`config.mk`:
```
export PLATFORM = sky130hd
export DESIGN_NAME = bsg_wormhole_concentrator_in_stamped
export DESIGN_NICKNAME = d
export VERILOG_FILES = /design/src/rtl/bsg_wormhole_concentrator_in_stamped.sv
export SDC_FILE = /design/constraint.sdc
export NUM_CORES = 1
export LEC_CHECK = 0
export ABC_AREA = 1
export ABC_CLOCK_PERIOD_IN_PS = 7000
export CAP_MARGIN = 20
export CORE_UTILIZATION = 60
export CTS_BUF_LIST = sky130_fd_sc_hd__clkbuf_4
export DETAILED_ROUTE_END_ITERATION = 8
export GPL_ROUTABILITY_DRIVEN = 1
export GPL_TIMING_DRIVEN = 0
export PLACE_DENSITY = 0.89
export SETUP_SLACK_MARGIN = 0.2
export SYNTH_ARGS = -nofsm -noshare
export SYNTH_HDL_FRONTEND = slang
export SYNTH_SLANG_ARGS = --single-unit
```
`constraint.sdc`:
```
create_clock -name clk_i -period 7 [get_ports clk_i]
set_input_delay 1.4 -clock clk_i [delete_from_list [all_inputs] [get_ports clk_i]]
set_output_delay 1.4 -clock clk_i [all_outputs]
set_load 0.03 [all_outputs]
```
`src/rtl/bsg_wormhole_concentrator_in_stamped.sv`:
```
// Concentrates num_in_p wormhole links onto one link with packet-level round-robin
// arbitration and optional header cid stamping. `BSG_WORMHOLE_CONC_IN_PERF_EN adds pkt_count_o.
module bsg_wormhole_concentrator_in_stamped #(
  parameter int unsigned flit_width_p = 16,
  parameter int unsigned len_width_p  = 4,
  parameter int unsigned cid_width_p  = 2,
  parameter int unsigned cord_width_p = 4,
  parameter int unsigned num_in_p     = 4,
  parameter int unsigned fifo_els_p   = 2,
  parameter int unsigned stamp_cid_p  = 1
) (
  input  logic                             clk_i,
  input  logic                             reset_i,
  input  logic [num_in_p-1:0]              links_v_i,
  input  logic [num_in_p*flit_width_p-1:0] links_data_i,
  output logic [num_in_p-1:0]              links_ready_and_rev_o,
  input  logic                             concentrated_link_ready_and_rev_i,
  output logic                             concentrated_link_v_o,
  output logic [flit_width_p-1:0]          concentrated_link_data_o
`ifdef BSG_WORMHOLE_CONC_IN_PERF_EN
  , output logic [num_in_p*32-1:0]         pkt_count_o
`endif
);

  localparam int unsigned idx_w   = (num_in_p > 1) ? $clog2(num_in_p) : 1;
  localparam int unsigned ptr_w   = $clog2(fifo_els_p);
  localparam int unsigned cnt_w   = $clog2(fifo_els_p + 1);
  localparam int unsigned len_lsb = cord_width_p;
  localparam int unsigned cid_lsb = cord_width_p + len_width_p;

  typedef enum logic {ST_UNLOCKED, ST_LOCKED} arb_state_e;

  logic [flit_width_p-1:0] mem    [num_in_p][fifo_els_p];
  logic [ptr_w-1:0]        rd_ptr [num_in_p];
  logic [ptr_w-1:0]        wr_ptr [num_in_p];
  logic [cnt_w-1:0]        count  [num_in_p];
  logic                    ready_en;
  logic [num_in_p-1:0]     fifo_v, enq, deq;

  arb_state_e              state;
  logic [idx_w-1:0]        lock_idx, rr_ptr, rr_sel, sel, hold_idx;
  logic                    hold_v, found, send;
  logic [len_width_p-1:0]  cnt, head_len;
  logic [flit_width_p-1:0] head;
  int unsigned             rr_j;

  // Ready is purely occupancy based, held low until the first edge after reset.
  always_comb begin
    for (int unsigned i = 0; i < num_in_p; i++) begin
      fifo_v[i]                = (count[i] != '0);
      links_ready_and_rev_o[i] = ready_en && (count[i] != cnt_w'(fifo_els_p));
      enq[i]                   = links_v_i[i] && links_ready_and_rev_o[i];
    end
  end

  always_comb begin
    for (int unsigned i = 0; i < num_in_p; i++)
      deq[i] = send && (sel == idx_w'(i));
  end

  always_ff @(posedge clk_i) begin
    for (int unsigned i = 0; i < num_in_p; i++)
      if (enq[i]) mem[i][wr_ptr[i]] <= links_data_i[i*flit_width_p +: flit_width_p];
  end

  always_ff @(posedge clk_i or posedge reset_i) begin
    if (reset_i) begin
      for (int unsigned i = 0; i < num_in_p; i++) begin
        rd_ptr[i] <= '0;
        wr_ptr[i] <= '0;
        count[i]  <= '0;
      end
    end else begin
      for (int unsigned i = 0; i < num_in_p; i++) begin
        if (enq[i])
          wr_ptr[i] <= (wr_ptr[i] == ptr_w'(fifo_els_p - 1)) ? '0 : wr_ptr[i] + ptr_w'(1);
        if (deq[i])
          rd_ptr[i] <= (rd_ptr[i] == ptr_w'(fifo_els_p - 1)) ? '0 : rd_ptr[i] + ptr_w'(1);
        count[i] <= count[i] + cnt_w'(enq[i]) - cnt_w'(deq[i]);
      end
    end
  end

  // While unlocked every input sits at a header, so any non-empty FIFO is a candidate.
  always_comb begin
    found  = 1'b0;
    rr_sel = '0;
    rr_j   = 0;
    for (int unsigned k = 0; k < num_in_p; k++) begin
      rr_j = (32'(rr_ptr) + k) % num_in_p;
      if (!found && fifo_v[idx_w'(rr_j)]) begin
        found  = 1'b1;
        rr_sel = idx_w'(rr_j);
      end
    end
  end

  always_comb begin
    if (state == ST_LOCKED) sel = lock_idx;
    else if (hold_v)        sel = hold_idx;
    else                    sel = rr_sel;
  end

  assign concentrated_link_v_o = (state == ST_LOCKED || hold_v) ? fifo_v[sel] : found;
  assign send     = concentrated_link_v_o && concentrated_link_ready_and_rev_i;
  assign head     = mem[sel][rd_ptr[sel]];
  assign head_len = head[len_lsb +: len_width_p];

  if (stamp_cid_p != 0 && cid_width_p > 0) begin : g_stamp
    always_comb begin
      concentrated_link_data_o = head;
      if (state == ST_UNLOCKED)
        concentrated_link_data_o[cid_lsb +: cid_width_p] = cid_width_p'(sel);
    end
  end else begin : g_pass
    assign concentrated_link_data_o = head;
  end

  // Packet lock; a stalled offered header is pinned so the output stays stable.
  always_ff @(posedge clk_i or posedge reset_i) begin
    if (reset_i) begin
      state    <= ST_UNLOCKED;
      lock_idx <= '0;
      rr_ptr   <= '0;
      cnt      <= '0;
      hold_v   <= 1'b0;
      hold_idx <= '0;
      ready_en <= 1'b0;
    end else begin
      ready_en <= 1'b1;
      case (state)
        ST_UNLOCKED: begin
          if (send) begin
            hold_v <= 1'b0;
            rr_ptr <= (sel == idx_w'(num_in_p - 1)) ? '0 : sel + idx_w'(1);
            if (head_len != '0) begin
              state    <= ST_LOCKED;
              lock_idx <= sel;
              cnt      <= head_len;
            end
          end else if (concentrated_link_v_o) begin
            hold_v   <= 1'b1;
            hold_idx <= sel;
          end
        end
        ST_LOCKED: begin
          if (send) begin
            cnt <= cnt - len_width_p'(1);
            if (cnt == len_width_p'(1)) state <= ST_UNLOCKED;
          end
        end
        default: state <= ST_UNLOCKED;
      endcase
    end
  end

`ifdef BSG_WORMHOLE_CONC_IN_PERF_EN
  logic        tail_send;
  logic [31:0] pkt_cnt [num_in_p];

  assign tail_send = send && ((state == ST_UNLOCKED && head_len == '0) ||
                              (state == ST_LOCKED && cnt == len_width_p'(1)));

  always_ff @(posedge clk_i or posedge reset_i) begin
    if (reset_i) begin
      for (int unsigned i = 0; i < num_in_p; i++) pkt_cnt[i] <= '0;
    end else begin
      for (int unsigned i = 0; i < num_in_p; i++)
        if (tail_send && sel == idx_w'(i)) pkt_cnt[i] <= pkt_cnt[i] + 32'(1);
    end
  end

  always_comb begin
    for (int unsigned i = 0; i < num_in_p; i++) pkt_count_o[i*32 +: 32] = pkt_cnt[i];
  end
`endif

endmodule

```
Word level (Yosys, flattened, before mapping):

Memory sizes are Yosys's and may differ from the RTL's.
Index checks and enable logic that the tools add are counted.

* add/subtract/negate cells: 21
* magnitude comparators: 15
* eq/ne operators: 11
* reductions and logical operators: 36
* bitwise gates (word level): 8
* multiplexer cells: 64

Operator list (count)
* 32-bit 2-to-1 mux: 4
* 16-bit 2-to-1 mux: 7
* 16-bit demux with 1-bit select: 4
* 1-bit 2-to-1 mux: 30
* 1-bit logical AND: 20
* 2-bit 2-to-1 mux: 8
* 2-bit by 3-bit less-than comparator with 1-bit output (second input constant): 5
* 1-bit binary-select mux with 2-bit select: 6
* 4-bit 2-to-1 mux: 3
* 2-bit >= comparator (second input constant): 5
* 2-bit != test (second input constant): 5
* 1-bit inverter with 2-bit output: 5
* 2-bit nonzero test: 5
* 3-bit AND reduction: 3
* 1-bit adder (second input constant): 8
* 2-bit by 1-bit adder with 2-bit output: 4
* 2-bit by 1-bit less-than comparator with 1-bit output (second input constant): 4
* 4-bit one-hot mux with 2 select lines: 1
* 2-bit by 1-bit subtractor with 2-bit output: 4
* 2-bit by 1-bit adder with 2-bit output (second input constant): 2
* 2-bit adder (second input constant): 2
* 2-bit equality test (second input constant): 2
* 4-bit by 1-bit equality test with 1-bit output (second input constant): 1
* 2-bit by 1-bit != test with 1-bit output (second input constant): 2
* other kinds (11): 15

* bits of input ports: 71
* memory bits (writable): 128
* logic and storage cells: 175
* memories kept: 1
* output and inout port bits: 21
* register bits: 29

Memories
* mem: depth 4, bits a word 32, read ports 1, clocked after memory_dff 0, write ports 4, RTL line 33 `logic [flit_width_p-1:0] mem [num_in_p][fifo_els_p];`

Logic depth before layout (Yosys ltp):

Gate-level depths: netlist of run 1.

* depth in word-level cells: 27
* mapped depth: 24

Worst setup path before layout of run 1:

OpenSTA, ideal clock, no wires.

* path kind: register to output
* start: register rr_ptr[0]
* end: output concentrated_link_data_o[9]
* slack: 2.943 ns
* data required time: 5.600 ns
* stages on the path, launching flop included: 19
* data arrival time: 2.657 ns
* path through: dfrtp_1 > buf_6 > inv_2 > nand2_2 > nand2_1 > nand2_1 > nand2_2 > nand3_1 > nor2_1 > nor2_1 > nand2_2 > nand2_4 > nand2_4 > buf_4 > buf_2 > o21ai_0 > o21ai_0 > a21oi_1 > a21boi_0

* longest elaborated chain between the ends: 23
* elaborated cells on any way between the ends: 36
* classes of those cells: add/sub: 3; mux: 24; bitwise: 2; reduce/logical: 6; memory: 1

Ends and longest elaborated chain
* start: declaration: RTL line 41 `logic [idx_w-1:0] lock_idx, rr_ptr, rr_sel, sel, hold_idx;`
* start signal: assignment: RTL line 135 `rr_ptr <= (sel == idx_w'(num_in_p - 1)) ? '0 : sel + idx_w'(1);`
* parallel branches: the longest is 11 deep, another holds 2-bit by 1-bit adder with 2-bit output
* 2-bit 2-to-1 mux *: RTL line 91 `if (!found && fifo_v[idx_w'(rr_j)]) begin`
* 2-bit 2-to-1 mux *: RTL line 100 `else if (hold_v) sel = hold_idx;`
* 2-bit 2-to-1 mux *: RTL line 99 `if (state == ST_LOCKED) sel = lock_idx;`
* 2-bit inverter with 3-bit output (implied by the code): RTL line 106 `assign head = mem[sel][rd_ptr[sel]];`
* 1-bit binary-select mux with 2-bit select: RTL line 106
* 1-bit 2-to-1 mux (implied by the code) (2 in a row): RTL line 106
* 1-bit inverter with 2-bit output (implied by the code): RTL line 106
* 16-bit 2-to-1 mux (implied by the code) (3 in a row): RTL line 106
* 2-bit 2-to-1 mux *: RTL line 112 `if (state == ST_UNLOCKED)`
* end: declaration: RTL line 19 `output logic [flit_width_p-1:0] concentrated_link_data_o`

Every way passes the cells marked *. The select of a mux whose other input is x is not followed.

Worst setup path after layout of run 1:

* start: register count[2] (netlist bit)
* end: output concentrated_link_data_o[1]

* longest elaborated chain between the ends: 23
* elaborated cells on any way between the ends: 33
* classes of those cells: mux: 23; bitwise: 2; reduce/logical: 7; memory: 1

Ends and longest elaborated chain
* start: declaration: RTL line 36 `logic [cnt_w-1:0] count [num_in_p];`
* start signal: indexed assignment: RTL line 79 `count[i] <= count[i] + cnt_w'(enq[i]) - cnt_w'(deq[i]);`
* 2-bit nonzero test *: RTL line 50 `fifo_v[i] = (count[i] != '0);`
* 1-bit binary-select mux with 2-bit select: RTL line 91
* 1-bit 2-to-1 mux (implied by the code): RTL line 91
* 1-bit 2-to-1 mux: RTL line 91
* 1-bit logical NOT: RTL line 91
* 1-bit logical AND: RTL line 91
* 1-bit 2-to-1 mux: RTL line 91
* 1-bit logical NOT: RTL line 91
* [... 5 more ...]
* 2-bit 2-to-1 mux *: RTL line 100
* 2-bit 2-to-1 mux *: RTL line 99
* named net sel[1]: RTL line 41
* 2-bit inverter with 3-bit output (implied by the code): RTL line 106
* 1-bit binary-select mux with 2-bit select: RTL line 106
* 1-bit 2-to-1 mux (implied by the code) (2 in a row): RTL line 106
* 1-bit inverter with 2-bit output (implied by the code): RTL line 106
* 16-bit 2-to-1 mux (implied by the code) * (3 in a row): RTL line 106

The timed path passes the listed nets; every way through them passes the cells marked *. The select of a mux whose other input is x is not followed.

==> results of run 1 <==
[cell usage after synthesis, drive strengths merged]
cell,number
a21boi,2
a21oi,4
a31oi,2
a32oi,1
buf,14
clkbuf,11
conb,1
dfrtp,29
edfxtp,128
ha,14
inv,48
nand2,151
nand3,28
nand3b,9
nand4,1
nor2,103
nor3,2
nor4,1
o211ai,4
o21ai,43
o32ai,20
or2,4
xnor2,10
xor2,9
[sequential cells by signal (all words and copies together) (netlist names), 2 cells and up]
register  count
mem         128
cnt           4
hold_idx      2
wr_ptr        4
lock_idx      2
rr_ptr        2
rd_ptr        4
count         8
[logic make-up after synthesis]
| logic type | Yosys count | synth area share |
|---|---|---|
| fa+ha+maj | 14 | 0.0246 |
| xor+xnor | 19 | 0.0244 |
| other cells | 1 | 0.000527 |
| compound gates | 76 | 0.0707 |
| simple gates | 299 | 0.192 |
| flops | 157 | 0.642 |
| buf+inv | 73 | 0.0450 |
[per-layer routing]
| layer | track usage | vias up | wire [µm] |
|---|---|---|---|
| met5 | 0 | - | 0 |
| met4 | 0.157 | 0 | 712 |
| met3 | 0.0782 | 65 | 1740 |
| met2 | 0.518 | 370 | 9140 |
| met1 | 0.345 | 2544 | 6350 |
| li1 | - | 2411 | - |
[stage by stage]
step / worst slack [ps] / std cells / util
CTS: 1220 / 910 / 0.750
global route: 919 / 911 / 0.752
detailed placement: 1890 / 881 / 0.728
floorplan: 2940 / 639 / -
finish: 1140 / 911 / 0.752
global placement: 2060 / 873 / 0.715
[power groups by stage]
| stage | Sequential [W] | Combinational [W] | Clock [W] |
|---|---|---|---|
| floorplan | 0.00129 | 0.00182 | 0 |
| global placement | 0.00130 | 0.00259 | 0 |
| detailed placement | 0.00131 | 0.00271 | 0 |
| CTS | 0.00129 | 0.00275 | 0.000509 |
| global route | 0.00131 | 0.00298 | 0.000548 |
| finish | 0.00130 | 0.00278 | 0.000506 |
[final cells by class]
class                      count  area (µm²)
buffer                        25         138
clock buffer                  17         128
clock inverter                12         126
fill                         712        2840
inverter                      48         183
multi-input combinational    409        2240
sequential                   157        4570
tap                          143         179
timing repair buffer         100        1060
[final timing paths]
kind | startpoint | to | cells past startpoint
worst max-delay path | count[2] | concentrated_link_data_o[1] | 18
worst min-delay path | hold_idx[1] | hold_idx[1] | 2
worst max register to register | count[2] | count[3] | 21
worst min register to register | hold_idx[1] | hold_idx[1] | 2
max in group asynchronous | reset_i | lock_idx[1] | 3
min in group asynchronous | reset_i | count[4] | 2
[critical path, cell delays in order (launching register included)]
cell and delay, ps:
dfrtp_1 440, nor2_1 290, nand2_2 90, nand2_1 120, nand2_1 100, nand2_2 120, nand3b_1 80, nand2_1 60
inv_1 30, nand2_1 60, nand2_2 80, a21oi_4 320, buf_2 290, clkbuf_1 540, o21ai_0 250, o32ai_1 200
nand2_1 100, nand2_1 90, clkdlybuf4s50_1 670
==> impl_metrics.ini, run 1 <==
[power_and_ir_drop]
max-vdd-ir-drop_mv = 0.614
leakage_nw = 3.41
switchingPower_w = 0.00222
p_int_w = 0.00236
seq_power_share = 0.283
p_per_area_nw_per_um2 = 531
comb_power_share = 0.607
clockPowerShare = 0.110
power_w = 0.00458
swShare = 0.484

[cts]
cts_resized = 0
path_clk_slew_ps = 130
clkSinkCount = 157
htree_num_levels = 4
clk_latency_ps = 550
holdBufCountCts = 0
cts_tree = done
cts-root-buf = clkbuf_4
clockBufferDepth = 2
cts-buffers-inserted = 17
postCtsSetupBuffers = 0

[die]
die_h_um = 111
floorplan.rows = 39
dieArea_um2 = 12300
ios = 92
initial_core_util = 0.620
dieWidth_um = 111
core_um2 = 11500

[sta]
clock_skew_ps = 17.6
worst_hold_slack_ps = 509
tns_ps = 0
tightest_slew_ps = 700
relSlewSlack = 0.533
max_freq_ghz = 0.171
rsz0062_at_grt = no
period_minus_slack_ps = 5860
finalCritPeriodShare = 0.837
setup_viol = 0
timing.final.max_slew_violations = 0
finalHoldViolations = 0

[run]
maxCapViolCount = 0

[synth]
synth_top_area_frac = 0.540
yosys-top-cells-area = edfxtp_1, dfrtp_1, nand2_1
netlist_instances = 639
synth_seq_cells = 157
synth_top_area_cell = edfxtp_1
syn_avg_cell_area_um2 = 11.1
synthesis.nets = 724
ys_seq_area_frac = 0.642
synthesis.area_um2 = 7110
synth_cell_type_count = 39
ys_warn_count = 0

[route]
viasPerCell = 5.92
post_drt_wl_per_cell_um = 19.7
vias = 5390
ant_nets = 0
drt_iter0_drc = 476
routed_wl_mm = 17.9
first_pass_iters = 5
drcViolationCount = 0

[critical_path]
critical_path_class = reg2out
crit_required_ps = 5600
crit_fanout = 11
r2r_slack_ps = 3130
cp-end-kind = output pin
cp.arrival_ps = 4460
critPathLaunchType = flip-flop

[global_routing]
grt_pass1_vias = 5735
grt_start_max_net_pins = 30
antenna_found_initial = 0
grt_pass1_wl_mm = 27.8
grtUsageTotal = 0.301
grt-ovfl-total = 0

[placed_design]
hpwl_mm = 12.4
dpl-instance-area_um2 = 8340
place_congestion = 0.838
port_buffers = 91

[cells_and_area]
final_nets = 843
final_common_cell = nand2_1
fin_area_um2 = 8630
diodes = 0
syn2layout_area_growth_pct = 21.2
drive_above_1_share = 0.129
mostFrequentLayoutCells = nand2_1, edfxtp_1, nor2_1, clkdlybuf4s50_1, inv_1

[status]
status = completed

[min_path]
hold_path_class = reg2reg
(Power assumes the default switching activity.)
==> inputs of run 2 (changes only) <==
ABC_CLOCK_PERIOD_IN_PS = 4800   (was 7000)
CORE_UTILIZATION = 52   (was 60)
PLACE_DENSITY = 0.82   (was 0.89)
clock period = 4.8 ns   (was 7 ns; I/O delays follow)
==> impl_metrics.ini, run 2 (synthesized netlist as in run 1, its figures left out) <==
[status]
status = completed

[cts]
cts_tree = done
holdBufCountCts = 0
cts-root-buf = clkbuf_4
clk_latency_ps = 560
clockBufferDepth = 2
htree_num_levels = 4
cts-buffers-inserted = 17
clkSinkCount = 157
path_clk_slew_ps = 130

[run]
maxCapViolCount = 0

[sta]
clock_skew_ps = 14.8
relSlewSlack = 0.265
period_minus_slack_ps = 4440
rsz0062_at_grt = yes
tns_ps = 0
timing.final.max_slew_violations = 0
max_freq_ghz = 0.225
finalHoldViolations = 0
finalCritPeriodShare = 0.926
setup_viol = 0
tightest_slew_ps = 1100

[power_and_ir_drop]
comb_power_share = 0.586
p_int_w = 0.00360
clockPowerShare = 0.137
seq_power_share = 0.277
power_w = 0.00682
swShare = 0.471
switchingPower_w = 0.00321
p_per_area_nw_per_um2 = 775
max-vdd-ir-drop_mv = 0.546
leakage_nw = 3.55

[critical_path]
r2r_slack_ps = 1490
r2r_start = count[4]
cp.arrival_ps = 3480
critPathLaunchType = flip-flop
r2r-end = count[1]
reg2regPathDepth = 21
critical_path_class = reg2out
crit_fanout = 11
crit_required_ps = 3840
cp-end-kind = output pin

[placed_design]
hpwl_mm = 11.8
dp_cells = 910
place_congestion = 0.869
port_buffers = 91
dpl-instance-area_um2 = 8320

[cells_and_area]
final_common_cell = nand2_1
final_nets = 844
fin_util = 0.662
final-seq-area_um2 = 4570
largest_reg_flops = 128
syn2layout_area_growth_pct = 23.7
mostFrequentLayoutCells = nand2_1, edfxtp_1, nor2_1
fin_area_um2 = 8800
layoutNonFillerInstCount = 948
multiInputGateArea_um2 = 2270
fillCellCount = 1006
drive_above_1_share = 0.167
diodes = 0

[min_path]
whs_endpoint = rd_ptr[3]
worstHoldStart = rd_ptr[3]
hold_path_class = reg2reg
whs_path_depth = 1

[route]
routed_wl_mm = 16.7
drt_iter0_drc = 352
viasPerCell = 5.49
post_drt_wl_per_cell_um = 17.6
ant_nets = 0
first_pass_iters = 5
drcViolationCount = 0
vias = 5203

[global_routing]
grt_start_max_net_pins = 30
antenna_found_initial = 0
grt_pass1_vias = 5204
grt-ovfl-total = 0
grt_pass1_wl_mm = 26.2
grtUsageTotal = 0.251

[die]
core_um2 = 13300
dieWidth_um = 119
floorplan.rows = 42
die_h_um = 119
ios = 92
dieArea_um2 = 14200
initial_core_util = 0.535
run 2: cell count changes in the layout (fill, tap and decap cells not counted), moves of 3 or more:
cell	previous run	this run
clkbuf_4	17	24
bufinv_16	2	5
clkdlybuf4s50_1	91	75
buf_4	3	11
buf_8	8	3
clkbuf_2	0	7
clkdlybuf4s15_2	0	3
dlymetal6s2s_1	0	4
buf_6	3	8
clkbuf_1	11	1
run 2: final cells by class:
cell class	count	share of cell area
inverter	48	0.0208
buffer	25	0.0222
multi-input combinational	409	0.258
timing repair buffer	101	0.115
tap	176	0.0250
clock inverter	14	0.0246
clock buffer	18	0.0154
sequential	157	0.519
run 2: how the worst max path moves through the flow:
stage,start,end,slack (ps),cells past startpoint
detailed placement,count[0],concentrated_link_data_o[12],220,18
global placement,count[2],concentrated_link_data_o[1],350,18
global route,rr_ptr[0],concentrated_link_data_o[12],90,20
CTS,count[4],concentrated_link_data_o[1],160,18
finish,count[4],concentrated_link_data_o[12],360,19
floorplan,rr_ptr[0],concentrated_link_data_o[9],1180,18
run 2: routing by layer:
metal | vias up | GRT usage | routed length (µm)
met2 | 297 | 0.416 | 8370
li1 | 2413 | - | -
met1 | 2452 | 0.310 | 6330
met5 | - | 0 | 0
met3 | 41 | 0.0584 | 1540
met4 | 0 | 0.123 | 491
run 2: power by group through the flow:
stage               logic, W  registers [W]  clock network (W)
CTS                  0.00391        0.00189           0.000944
finish               0.00399        0.00189           0.000937
global route         0.00431        0.00191            0.00100
detailed placement   0.00392        0.00192                  0
global placement     0.00378        0.00190                  0
floorplan            0.00265        0.00187                  0
run 2: repair_timing:
item	in CTS	in global routing
pin swaps	0	3
resized for setup	52	45
buffers inserted	0	5
endpoints found under the setup margin	12	16
run 2: through the flow:
step,worst slack (ps),hold slack (ps)
floorplan,1180,446
global placement,350,466
detailed placement,219,466
CTS,162,486
global route,94.8,532
finish,356,488
run 2: worst max-delay path, stage by stage, from the launching register on:
cell,delay (ps)
dfrtp_1,430
nor2_1,200
nand2_1,100
nand2_1,120
nand2_1,80
nand2_2,100
nand3_1,90
nor2_1,110
nor2_1,60
nand2_2,130
nand2_4,90
nand2_8,120
buf_4,190
buf_6,160
buf_6,170
o21ai_0,90
o32ai_1,160
nand2_1,120
nand2_1,100
clkdlybuf4s18_2,300
